==> src/rtl/uart_wr_ctrl_if.sv <==
// Bus between uart_wr_ctrl and its neighbours (uart_rx, SDRAM FIFO controller).
// Ports: rx_data/rx_flag and rd_fifo_num flow into the controller;
//        wr_req/wr_data, read_valid, busy and ovf flow out of it.
// master: the surrounding system (drives rx and fill level). slave: the controller.
`timescale 1ns/1ps
interface uart_wr_ctrl_if;
  logic [7:0]  rx_data;
  logic        rx_flag;
  logic [9:0]  rd_fifo_num;
  logic        wr_req;
  logic [15:0] wr_data;
  logic        read_valid;
  logic        busy;
  logic        ovf;

  modport master (
    output rx_data, rx_flag, rd_fifo_num,
    input  wr_req, wr_data, read_valid, busy, ovf
  );

  modport slave (
    input  rx_data, rx_flag, rd_fifo_num,
    output wr_req, wr_data, read_valid, busy, ovf
  );
endinterface

==> src/rtl/uart_wr_ctrl.sv <==
// Packs UART bytes into 16-bit words and writes one fixed-length SDRAM burst, padding short bursts.
// Latency: wr_req one cycle after the completing rx_flag; read_valid WAIT_CYC+1 cycles after last write.
// Backpressure: none upstream; bytes arriving while the burst is closing (pad/wait/read) are dropped and ovf sets.
// Ports: clk_50m, rst_n (async, active-low) plus bus (slave modport of uart_wr_ctrl_if).
// Option: define UART_WR_BYTE_PACK_EN to pack two bytes per word (little-endian); otherwise one byte per word.
`timescale 1ns/1ps
module uart_wr_ctrl #(
  parameter int BURST_NUM    = 10,
  parameter int IDLE_TIMEOUT = 52080,
  parameter int WAIT_CYC     = 750
) (
  input  logic           clk_50m,
  input  logic           rst_n,
  uart_wr_ctrl_if.slave  bus
);

  localparam logic [9:0]  BURST_W   = 10'(BURST_NUM);
  localparam logic [16:0] IDLE_LAST = 17'(IDLE_TIMEOUT - 1);
  localparam logic [15:0] WAIT_LAST = 16'(WAIT_CYC - 1);

  typedef enum logic [2:0] {
    S_IDLE,
    S_COLLECT,
    S_PAD,
    S_WAIT,
    S_READ
  } state_t;

  state_t      state, state_nxt;
  logic [9:0]  word_cnt, word_cnt_nxt;
  logic [16:0] idle_cnt, idle_cnt_nxt;
  logic [15:0] wait_cnt, wait_cnt_nxt;
  logic        half_valid, half_valid_nxt;
  logic [7:0]  held, held_nxt;
  logic        wr_req, wr_req_nxt;
  logic [15:0] wr_data, wr_data_nxt;
  logic        read_valid, read_valid_nxt;
  logic        ovf, ovf_nxt;
  logic        take_byte;

  always_ff @(posedge clk_50m or negedge rst_n) begin
    if (!rst_n) begin
      state      <= S_IDLE;
      word_cnt   <= '0;
      idle_cnt   <= '0;
      wait_cnt   <= '0;
      half_valid <= 1'b0;
      held       <= '0;
      wr_req     <= 1'b0;
      wr_data    <= '0;
      read_valid <= 1'b0;
      ovf        <= 1'b0;
    end else begin
      state      <= state_nxt;
      word_cnt   <= word_cnt_nxt;
      idle_cnt   <= idle_cnt_nxt;
      wait_cnt   <= wait_cnt_nxt;
      half_valid <= half_valid_nxt;
      held       <= held_nxt;
      wr_req     <= wr_req_nxt;
      wr_data    <= wr_data_nxt;
      read_valid <= read_valid_nxt;
      ovf        <= ovf_nxt;
    end
  end

  always_comb begin
    state_nxt      = state;
    word_cnt_nxt   = word_cnt;
    idle_cnt_nxt   = idle_cnt;
    wait_cnt_nxt   = wait_cnt;
    half_valid_nxt = half_valid;
    held_nxt       = held;
    wr_req_nxt     = 1'b0;
    wr_data_nxt    = wr_data;
    read_valid_nxt = read_valid;
    ovf_nxt        = ovf;
    take_byte      = 1'b0;

    case (state)
      S_IDLE: begin
        if (bus.rx_flag) begin
          take_byte    = 1'b1;
          idle_cnt_nxt = '0;
          state_nxt    = S_COLLECT;
        end
      end

      S_COLLECT: begin
        // The final word's wr_req is on the wire this cycle; a byte landing now
        // would overfill the burst, so it is dropped.
        if (word_cnt == BURST_W) begin
          state_nxt = S_WAIT;
        end else if (bus.rx_flag) begin
          // A byte on the expiry cycle beats the timeout.
          take_byte    = 1'b1;
          idle_cnt_nxt = '0;
        end else if (idle_cnt == IDLE_LAST) begin
          idle_cnt_nxt = '0;
          state_nxt    = S_PAD;
        end else begin
          idle_cnt_nxt = idle_cnt + 17'd1;
        end
      end

      S_PAD: begin
        if (word_cnt == BURST_W) begin
          state_nxt = S_WAIT;
        end else begin
          // A pending half word goes out first, zero-extended; then zeros.
          wr_req_nxt     = 1'b1;
          wr_data_nxt    = half_valid ? {8'h00, held} : 16'h0000;
          half_valid_nxt = 1'b0;
          word_cnt_nxt   = word_cnt + 10'd1;
        end
      end

      S_WAIT: begin
        if (wait_cnt == WAIT_LAST) begin
          wait_cnt_nxt   = '0;
          read_valid_nxt = 1'b1;
          state_nxt      = S_READ;
        end else begin
          wait_cnt_nxt = wait_cnt + 16'd1;
        end
      end

      S_READ: begin
        if (bus.rd_fifo_num >= BURST_W) begin
          read_valid_nxt = 1'b0;
          word_cnt_nxt   = '0;
          idle_cnt_nxt   = '0;
          state_nxt      = S_IDLE;
        end
      end

      default: state_nxt = S_IDLE;
    endcase

    if (take_byte) begin
`ifdef UART_WR_BYTE_PACK_EN
      if (half_valid) begin
        wr_req_nxt     = 1'b1;
        wr_data_nxt    = {bus.rx_data, held};
        half_valid_nxt = 1'b0;
        word_cnt_nxt   = word_cnt + 10'd1;
      end else begin
        held_nxt       = bus.rx_data;
        half_valid_nxt = 1'b1;
      end
`else
      wr_req_nxt   = 1'b1;
      wr_data_nxt  = {8'h00, bus.rx_data};
      word_cnt_nxt = word_cnt + 10'd1;
`endif
    end

    // Any strobe not consumed above was a dropped byte.
    if (bus.rx_flag && !take_byte) begin
      ovf_nxt = 1'b1;
    end
  end

  assign bus.wr_req     = wr_req;
  assign bus.wr_data    = wr_data;
  assign bus.read_valid = read_valid;
  assign bus.ovf        = ovf;
  assign bus.busy       = (state == S_PAD) || (state == S_WAIT) || (state == S_READ);

endmodule

==> src/flat_wrapper.sv <==
// flat-port wrapper written by rule: the top's interface ports become plain ports
module uart_wr_ctrl_flat 
#(
  parameter int BURST_NUM    = 10,
  parameter int IDLE_TIMEOUT = 52080,
  parameter int WAIT_CYC     = 750
)
  (clk_50m, rst_n, bus_rx_data, bus_rx_flag, bus_rd_fifo_num, bus_wr_req, bus_wr_data, bus_read_valid, bus_busy, bus_ovf);
  uart_wr_ctrl_if bus_i ();
  input  logic clk_50m;
  input  logic rst_n;
  input wire logic [$bits(bus_i.rx_data)-1:0] bus_rx_data;
  input wire logic [$bits(bus_i.rx_flag)-1:0] bus_rx_flag;
  input wire logic [$bits(bus_i.rd_fifo_num)-1:0] bus_rd_fifo_num;
  output wire logic [$bits(bus_i.wr_req)-1:0] bus_wr_req;
  output wire logic [$bits(bus_i.wr_data)-1:0] bus_wr_data;
  output wire logic [$bits(bus_i.read_valid)-1:0] bus_read_valid;
  output wire logic [$bits(bus_i.busy)-1:0] bus_busy;
  output wire logic [$bits(bus_i.ovf)-1:0] bus_ovf;
  assign bus_i.rx_data = bus_rx_data;
  assign bus_i.rx_flag = bus_rx_flag;
  assign bus_i.rd_fifo_num = bus_rd_fifo_num;
  assign bus_wr_req = bus_i.wr_req;
  assign bus_wr_data = bus_i.wr_data;
  assign bus_read_valid = bus_i.read_valid;
  assign bus_busy = bus_i.busy;
  assign bus_ovf = bus_i.ovf;
  uart_wr_ctrl #(.BURST_NUM(BURST_NUM), .IDLE_TIMEOUT(IDLE_TIMEOUT), .WAIT_CYC(WAIT_CYC)) u_core (.clk_50m(clk_50m), .rst_n(rst_n), .bus(bus_i));
endmodule
==> config.mk <==
export PLATFORM = sky130hd
export DESIGN_NAME = uart_wr_ctrl_flat
export DESIGN_NICKNAME = d
export VERILOG_FILES = /design/src/rtl/uart_wr_ctrl_if.sv /design/src/rtl/uart_wr_ctrl.sv /design/src/flat_wrapper.sv
export SDC_FILE = /design/constraint.sdc
export NUM_CORES = 1
export LEC_CHECK = 0
export BUFFER_PORTS_ARGS = -buffer_cell sky130_fd_sc_hd__buf_2
export CAP_MARGIN = 10
export CORE_ASPECT_RATIO = 0.6
export CORE_MARGIN = 2
export CORE_UTILIZATION = 45
export DETAILED_ROUTE_END_ITERATION = 6
export PLACE_DENSITY = 0.72
export SETUP_SLACK_MARGIN = 0.4
export SYNTH_ARGS = -nofsm -noshare
export SYNTH_HDL_FRONTEND = slang
export SYNTH_SLANG_ARGS = --single-unit
==> constraint.sdc <==
create_clock -name clk_50m -period 3.35 [get_ports clk_50m]
set_clock_uncertainty 0.05 [all_clocks]
set_input_delay 0.67 -clock clk_50m [delete_from_list [all_inputs] [get_ports clk_50m]]
set_output_delay 0.67 -clock clk_50m [all_outputs]
set_load 0.01 [all_outputs]
==> results of run 1 <==
## final cells by class
class | count | area share, %
multi-input cells | 275 | 43.8
clock buffers | 11 | 6.71
inverters | 15 | 1.56
clock inverters | 5 | 2.06
flip-flops and latches | 57 | 37.9
repair buffers | 36 | 5.12
well taps | 87 | 2.89
## worst min-delay path by stage
stage,from,end
after floorplan,rst_n,u_core.bus.ovf
after global placement,u_core.bus.ovf,u_core.bus.ovf
after detailed placement,u_core.bus.ovf,u_core.bus.ovf
after CTS,u_core.bus.ovf,u_core.bus.ovf
after global routing,u_core.bus.ovf,u_core.bus.ovf
final,u_core.bus.ovf,u_core.bus.ovf
## cells in the mapped netlist (4+ instances only)
master / instances
buf_4: 10
nand2_1: 49
nor4_1: 9
buf_2: 7
nand2b_1: 4
nand4_1: 12
nand3_1: 17
dfrtp_1: 57
nor2_1: 19
nor3_1: 21
o21ai_0: 38
o22ai_1: 5
clkbuf_1: 4
o31ai_1: 6
and3_1: 7
ha_1: 5
inv_1: 14
xnor2_1: 4
a21o_1: 6
a21oi_1: 9
o211ai_1: 4
## report_power, final
part           switching (mW)  total, mW  internal [mW]
Clock                   0.320       1.01          0.687
Combinational           0.531      0.852          0.320
Sequential              0.160      0.980          0.820
## per-stage QoR
stage,util [%],std cells,hold WS (ns),instance area [sq um],worst slack (ns)
after floorplan,-,368,0.324,3260,1.43
after global placement,50.4,470,0.399,3440,0.832
after detailed placement,50.4,470,0.397,3440,0.692
after CTS,55.2,486,0.406,3770,0.674
after global routing,55.2,486,0.446,3770,0.486
final,55.2,486,0.406,3770,0.616
## kinds of logic after synthesis
family	Yosys count	synth area share, %
mux	4	1.28
flops	57	44.1
compound gates	87	17.8
simple gates	165	27.4
other cells	1	0.116
fa+ha+maj	5	1.93
buf+inv	36	5.69
xor+xnor	6	1.63
## sequential cells by signal, indices dropped and copies added, names as in the netlist
signal	count
u_core.bus.ovf	1
u_core.bus.read_valid	1
u_core.bus.wr_data	8
u_core.bus.wr_req	1
u_core.idle_cnt	17
u_core.state	3
u_core.wait_cnt	16
u_core.word_cnt	10
## per-layer routing
| metal | track usage, % | share of wire, % | up-vias |
|---|---|---|---|
| li1 | - | - | 1377 |
| met1 | 31.2 | 52 | 1358 |
| met2 | 26.5 | 38 | 136 |
| met3 | 7.43 | 9.1 | 6 |
| met4 | 6.23 | 1.1 | 0 |
| met5 | 0 | 0 | - |
==> impl_results.md, run 1 <==
* Max-slew violations at 0
* Synth warnings at 0
* Power Density at 754 nW/um^2
* Share of cells above drive strength 1 at 16.8%
* CTS hold repair buffers at 0
* Slew @ Worst Pin at around 1.3 ns
* Number of enable flip-flop cells after synthesis at 0
* Clock Sinks at 57
* Total negative setup slack at 0 ns
* Register-to-Register Path Depth at 5
* Critical path buffers and inverters at 0
* First-pass GRT wire length at 12800 microns
* WL/cell at 15.5 microns
* Final ANT Viol Nets at 0
* Final layout net count at 420
* Most frequent cells in the layout: dfrtp_1 (57), nand2_1 (49), o21ai_0 (38)
* Pwr Total at 2.84 mW
* GRT Overall Usage at 20.5%
* Initial antenna violation count at 0
* Buffers on Ports at 31
* I/O pin total at between 40 and 50
* Crit-path cells: nor4_1 > nand4b_1 > o21ai_0 > o21ai_0 > a22o_1
* CTS Root Cell: clkbuf_16
* Worst Setup End Kind: flop
* CP startpoint: u_core.wait_cnt[12]
* Top FF cell, synth: dfrtp_1
* Cell Area, Synth at roughly 3200 sq um
* Max-Cap Viols at 0
* R2r setup slk at 0.62 ns
* Slew headroom at 15.0%
* Final GP Congestion at 0.902
* CP required at approximately 3.5 ns
* Post_cts resized at 0
* Synth-to-Final Area Change at 16.5%
* Hpwl dp at approximately 5500 microns
* Crit-path slowest cell: o21ai_0
* CTS max path bufs at 2
* Most used cell, CP: o21ai_0
* Levels on crit path at 5
* Worst Hold Depth at 1
* Ys async rst share at 100%
* Crit-path leading delay family: compound AO/OA/AOI/OAI gates
* Synth area leader: dfrtp_1
* Avg Cell Area, Syn at 8.96 sq um
* Peak VDD IR at 0.321 mV
* # rows at 23
* Pin count of the biggest net entering global routing at 41
* Htree depth at 3
* Worst-path clk slew at 0.05 ns
* CP Class: reg -> reg
* Fin crit share at roughly four fifths
* First-pass detailed-route iteration total at 5
* R2R Path Start: u_core.wait_cnt[12]
* Antenna diodes at 0
* Skew-Pair Late Insertion Delay at 0.33 ns
* Detailed Route WL at 7530 microns
* Fin crit period at 2.73 ns
* Register area at about 1400 sq um
* Crit start category: flop
* Seq/Total Area, Yosys at between 40% and 50%
* Ranking of synthesized cells by area: dfrtp_1 (44%), o21ai_0 (5.9%), nand2_1 (5.7%)
* Crit path to: u_core.wait_cnt[5]
* RSZ-0062 raised after global routing: false
* Initial core utilization at 47.4%
* Post-synth top area share at 44.1%
* CTS tree: yes
* Worst-path maximum fanout at 11
* Status: finished, final reports clean
* Fill count at around 630
* Total gr overflow at 0
* Die height at 69.7 microns
* FF+latch count, synth at 57
* TritonCTS Buffers at 9
* Cells after synthesis at 361
* Leak at 1.64 nW
* Die W at 113 microns
* # DRC at 0
* Synth cell types at 57
* Placeable Area at 6820 sq um
* Multi-input logic area at ~1600 sq um
* Setup violations, final at 0
* Worst EP arrival at 2.90 ns
* DIE AREA at 7900 sq um
* Vias in the first global route at 2551
* R2r endpoint: u_core.wait_cnt[5]
* Worst Hold Class: reg -> reg
* CP peak stage delay at 1.01 ns
* Vias at 2877
* Most common cell after layout, fill and taps aside: dfrtp_1
* Final hold vios at 0
* Setup Buffers After CTS at 0
* F_max at about 0.37 GHz
* Avg Vias per Cell at a little under 6
* Iter 0 DRT Violations at between 300 and 400
Note: power is estimated with default switching activity, not from simulation.
==> run 2: changes to the inputs <==
--- a/config.mk
+++ b/config.mk
@@ -11,7 +11,7 @@
 export CORE_MARGIN = 2
 export CORE_UTILIZATION = 45
 export DETAILED_ROUTE_END_ITERATION = 6
-export PLACE_DENSITY = 0.72
+export PLACE_DENSITY = 0.74
 export SETUP_SLACK_MARGIN = 0.4
 export SYNTH_ARGS = -nofsm -noshare
 export SYNTH_HDL_FRONTEND = slang
==> constraint.sdc (replaced) <==
create_clock -name clk_50m -period 2.3 [get_ports clk_50m]
set_clock_uncertainty 0.05 [all_clocks]
set_input_delay 0.46 -clock clk_50m [delete_from_list [all_inputs] [get_ports clk_50m]]
set_output_delay 0.46 -clock clk_50m [all_outputs]
set_load 0.01 [all_outputs]
==> impl_results.md, run 2 (synthesis results as in run 1) <==
* Status: finished, final reports clean (unchanged)
* CTS max path bufs at 2 (unchanged)
* Initial antenna violation count at 0 (unchanged)
* Crit-path slowest cell: or4_4 (was o21ai_0)
* DIE AREA at 7900 sq um (unchanged)
* Fin crit share at 88.8% (was 81.6%)
* Fill count at 507 (was 628)
* Synth-to-Final Area Change at 34.5% (was 16.5%)
* Worst-path maximum fanout at 6 (was 11)
* Vias in the first global route at 2767 (was 2551)
* Peak VDD IR at 0.439 mV (was 0.321 mV)
* Total gr overflow at 0 (unchanged)
* Clock Sinks at 57 (unchanged)
* Pin count of the biggest net entering global routing at 27 (was 41)
* Register area at 1430 sq um (about the same)
* Vias at 3193 (was 2877)
* TritonCTS Buffers at 9 (unchanged)
* Max-Cap Viols at 0 (unchanged)
* Worst Setup End Kind: flop (unchanged)
* CP required at 2.47 ns (was 3.52 ns)
* GRT Overall Usage at 22.8% (was 20.5%)
* Buffers on Ports at 31 (unchanged)
* Power Density at 1070 nW/um^2 (was 754 nW/um^2)
* Die height at 69.7 microns (unchanged)
* Htree depth at 3 (unchanged)
* CTS tree: yes (unchanged)
* # rows at 23 (unchanged)
* First-pass detailed-route iteration total at 5 (unchanged)
* Crit-path cells: or4_4 > nor4_4 > buf_4 > nor2_4 > buf_6 > a21oi_2 > o22ai_1 (was nor4_1 > nand4b_1 > o21ai_0 > o21ai_0 > a22o_1)
* Antenna diodes at 0 (unchanged)
* Final core occ at 63.8% (was 55.2%)
* Worst-path clk slew at 0.06 ns (was 0.05 ns)
* CTS Root Cell: clkbuf_16 (unchanged)
* Worst EP arrival at 2.21 ns (was 2.90 ns)
* I/O pin total at 41 (unchanged)
* Top Registers: u_core.idle_cnt (17), u_core.wait_cnt (16), u_core.word_cnt (10) (unchanged)
* Final layout net count at 469 (was 420)
* Final ANT Viol Nets at 0 (unchanged)
* Largest register FFs at 17 (unchanged)
* Placeable Area at 6820 sq um (unchanged)
* RSZ-0062 raised after global routing: true (was false)
* CP peak stage delay at 0.55 ns (was 1.01 ns)
* Biggest register: u_core.idle_cnt (unchanged)
* CP Class: reg -> reg (unchanged)
* Max-slew violations at 0 (unchanged)
* Fin crit period at 2.04 ns (was 2.73 ns)
* Placed cell count at 480 (was 470)
* Share of cells above drive strength 1 at 33.9% (was 16.8%)
* Total negative setup slack at 0 ns (unchanged)
* Final Non-Filler Cells at 535 (was 486)
* Worst Hold Class: in -> reg (was reg -> reg)
* First-pass GRT wire length at 13900 microns (was 12800 microns)
* WL/cell at 17.1 microns (was 15.5 microns)
* Final hold vios at 0 (unchanged)
* Initial core utilization at 47.4% (unchanged)
* Avg Vias per Cell at 5.97 (was 5.92)
* Leak at 1.87 nW (was 1.64 nW)
* F_max at 0.489 GHz (was 0.366 GHz)
* Detailed Route WL at 9170 microns (was 7530 microns)
* Most common cell after layout, fill and taps aside: dfrtp_1 (unchanged)
* # DRC at 0 (unchanged)
* Multi-input logic area at 1860 sq um (was 1650 sq um)
* Hpwl dp at 5590 microns (was 5460 microns)
* Most frequent cells in the layout: dfrtp_1 (53), nand2_1 (48), buf_4 (40) (was dfrtp_1 (57), nand2_1 (49), o21ai_0 (38))
* Skew-Pair Late Insertion Delay at 0.34 ns (was 0.33 ns)
* Pwr Total at 4.66 mW (was 2.84 mW)
* Iter 0 DRT Violations at 400 (was 363)
* Setup violations, final at 0 (unchanged)
* Crit start category: flop (unchanged)
* Die W at 113 microns (unchanged)
* Final GP Congestion at 0.907 (was 0.902)
[run 2: critical path, delay by kind of cell (launching register included)]
family,cells,cell delay (ns)
flops,1,0.38
simple gates,3,0.89
buf+inv,2,0.35
compound gates,2,0.24
[run 2: final timing paths]
kind	startpoint	to	slack [ns]	cells past startpoint
worst max-delay path	u_core.idle_cnt[16]	u_core.idle_cnt[4]	0.26	7
worst min-delay path	bus_rx_data[7]	u_core.bus.wr_data[7]	0.28	3
worst max register to register	u_core.idle_cnt[16]	u_core.idle_cnt[4]	0.26	7
worst min register to register	u_core.bus.ovf	u_core.bus.ovf	0.42	1
max in group asynchronous	rst_n	u_core.bus.wr_data[0]	1.07	3
min in group asynchronous	rst_n	u_core.word_cnt[7]	0.49	2
[run 2: area by class of cell]
class	instances	share of cell area [%]
Multi-Input combinational cell	277	42.9
Sequential cell	57	32.9
Timing Repair Buffer	83	13.6
Clock buffer	9	5.18
Tap cell	87	2.50
Clock inverter	7	1.64
Inverter	15	1.35
[run 2: timing repair]
| action | 4_1_cts | 5_1_grt |
|---|---|---|
| endpoints found under the setup margin | 41 | 52 |
| hold buffers | 1 | 0 |
| hold endpoints to repair | 10 | 0 |
| pin swaps | 16 | 15 |
| buffers inserted | 19 | 14 |
| cloned | 3 | 2 |
| gates resized for setup | 34 | 47 |
[run 2: power by group]
group	internal, mW	switching [mW]	leakage, nW
Combinational	0.858	1.05	0.985
Clock	0.834	0.493	0.137
Sequential	1.20	0.224	0.750
[run 2: through the flow]
stage / cell area, sq um / setup WS [ns] / hold slack (ns)
after floorplan: 3260 / 0.411 / 0.114
after global placement: 3510 / 0.227 / 0.310
after detailed placement: 3510 / 0.193 / 0.310
after CTS: 4090 / 0.278 / 0.277
after global routing: 4350 / 0.167 / 0.307
final: 4350 / 0.257 / 0.279
[run 2: routing by layer]
layer  global-route usage (%)  vias to the layer above  part of all wire, %
met5                        0                        -                    0
met4                     6.78                        0                  1.3
met3                     9.97                       16                   11
met2                     28.7                      176                   41
met1                     34.4                     1527                   47
li1                         -                     1474                    -
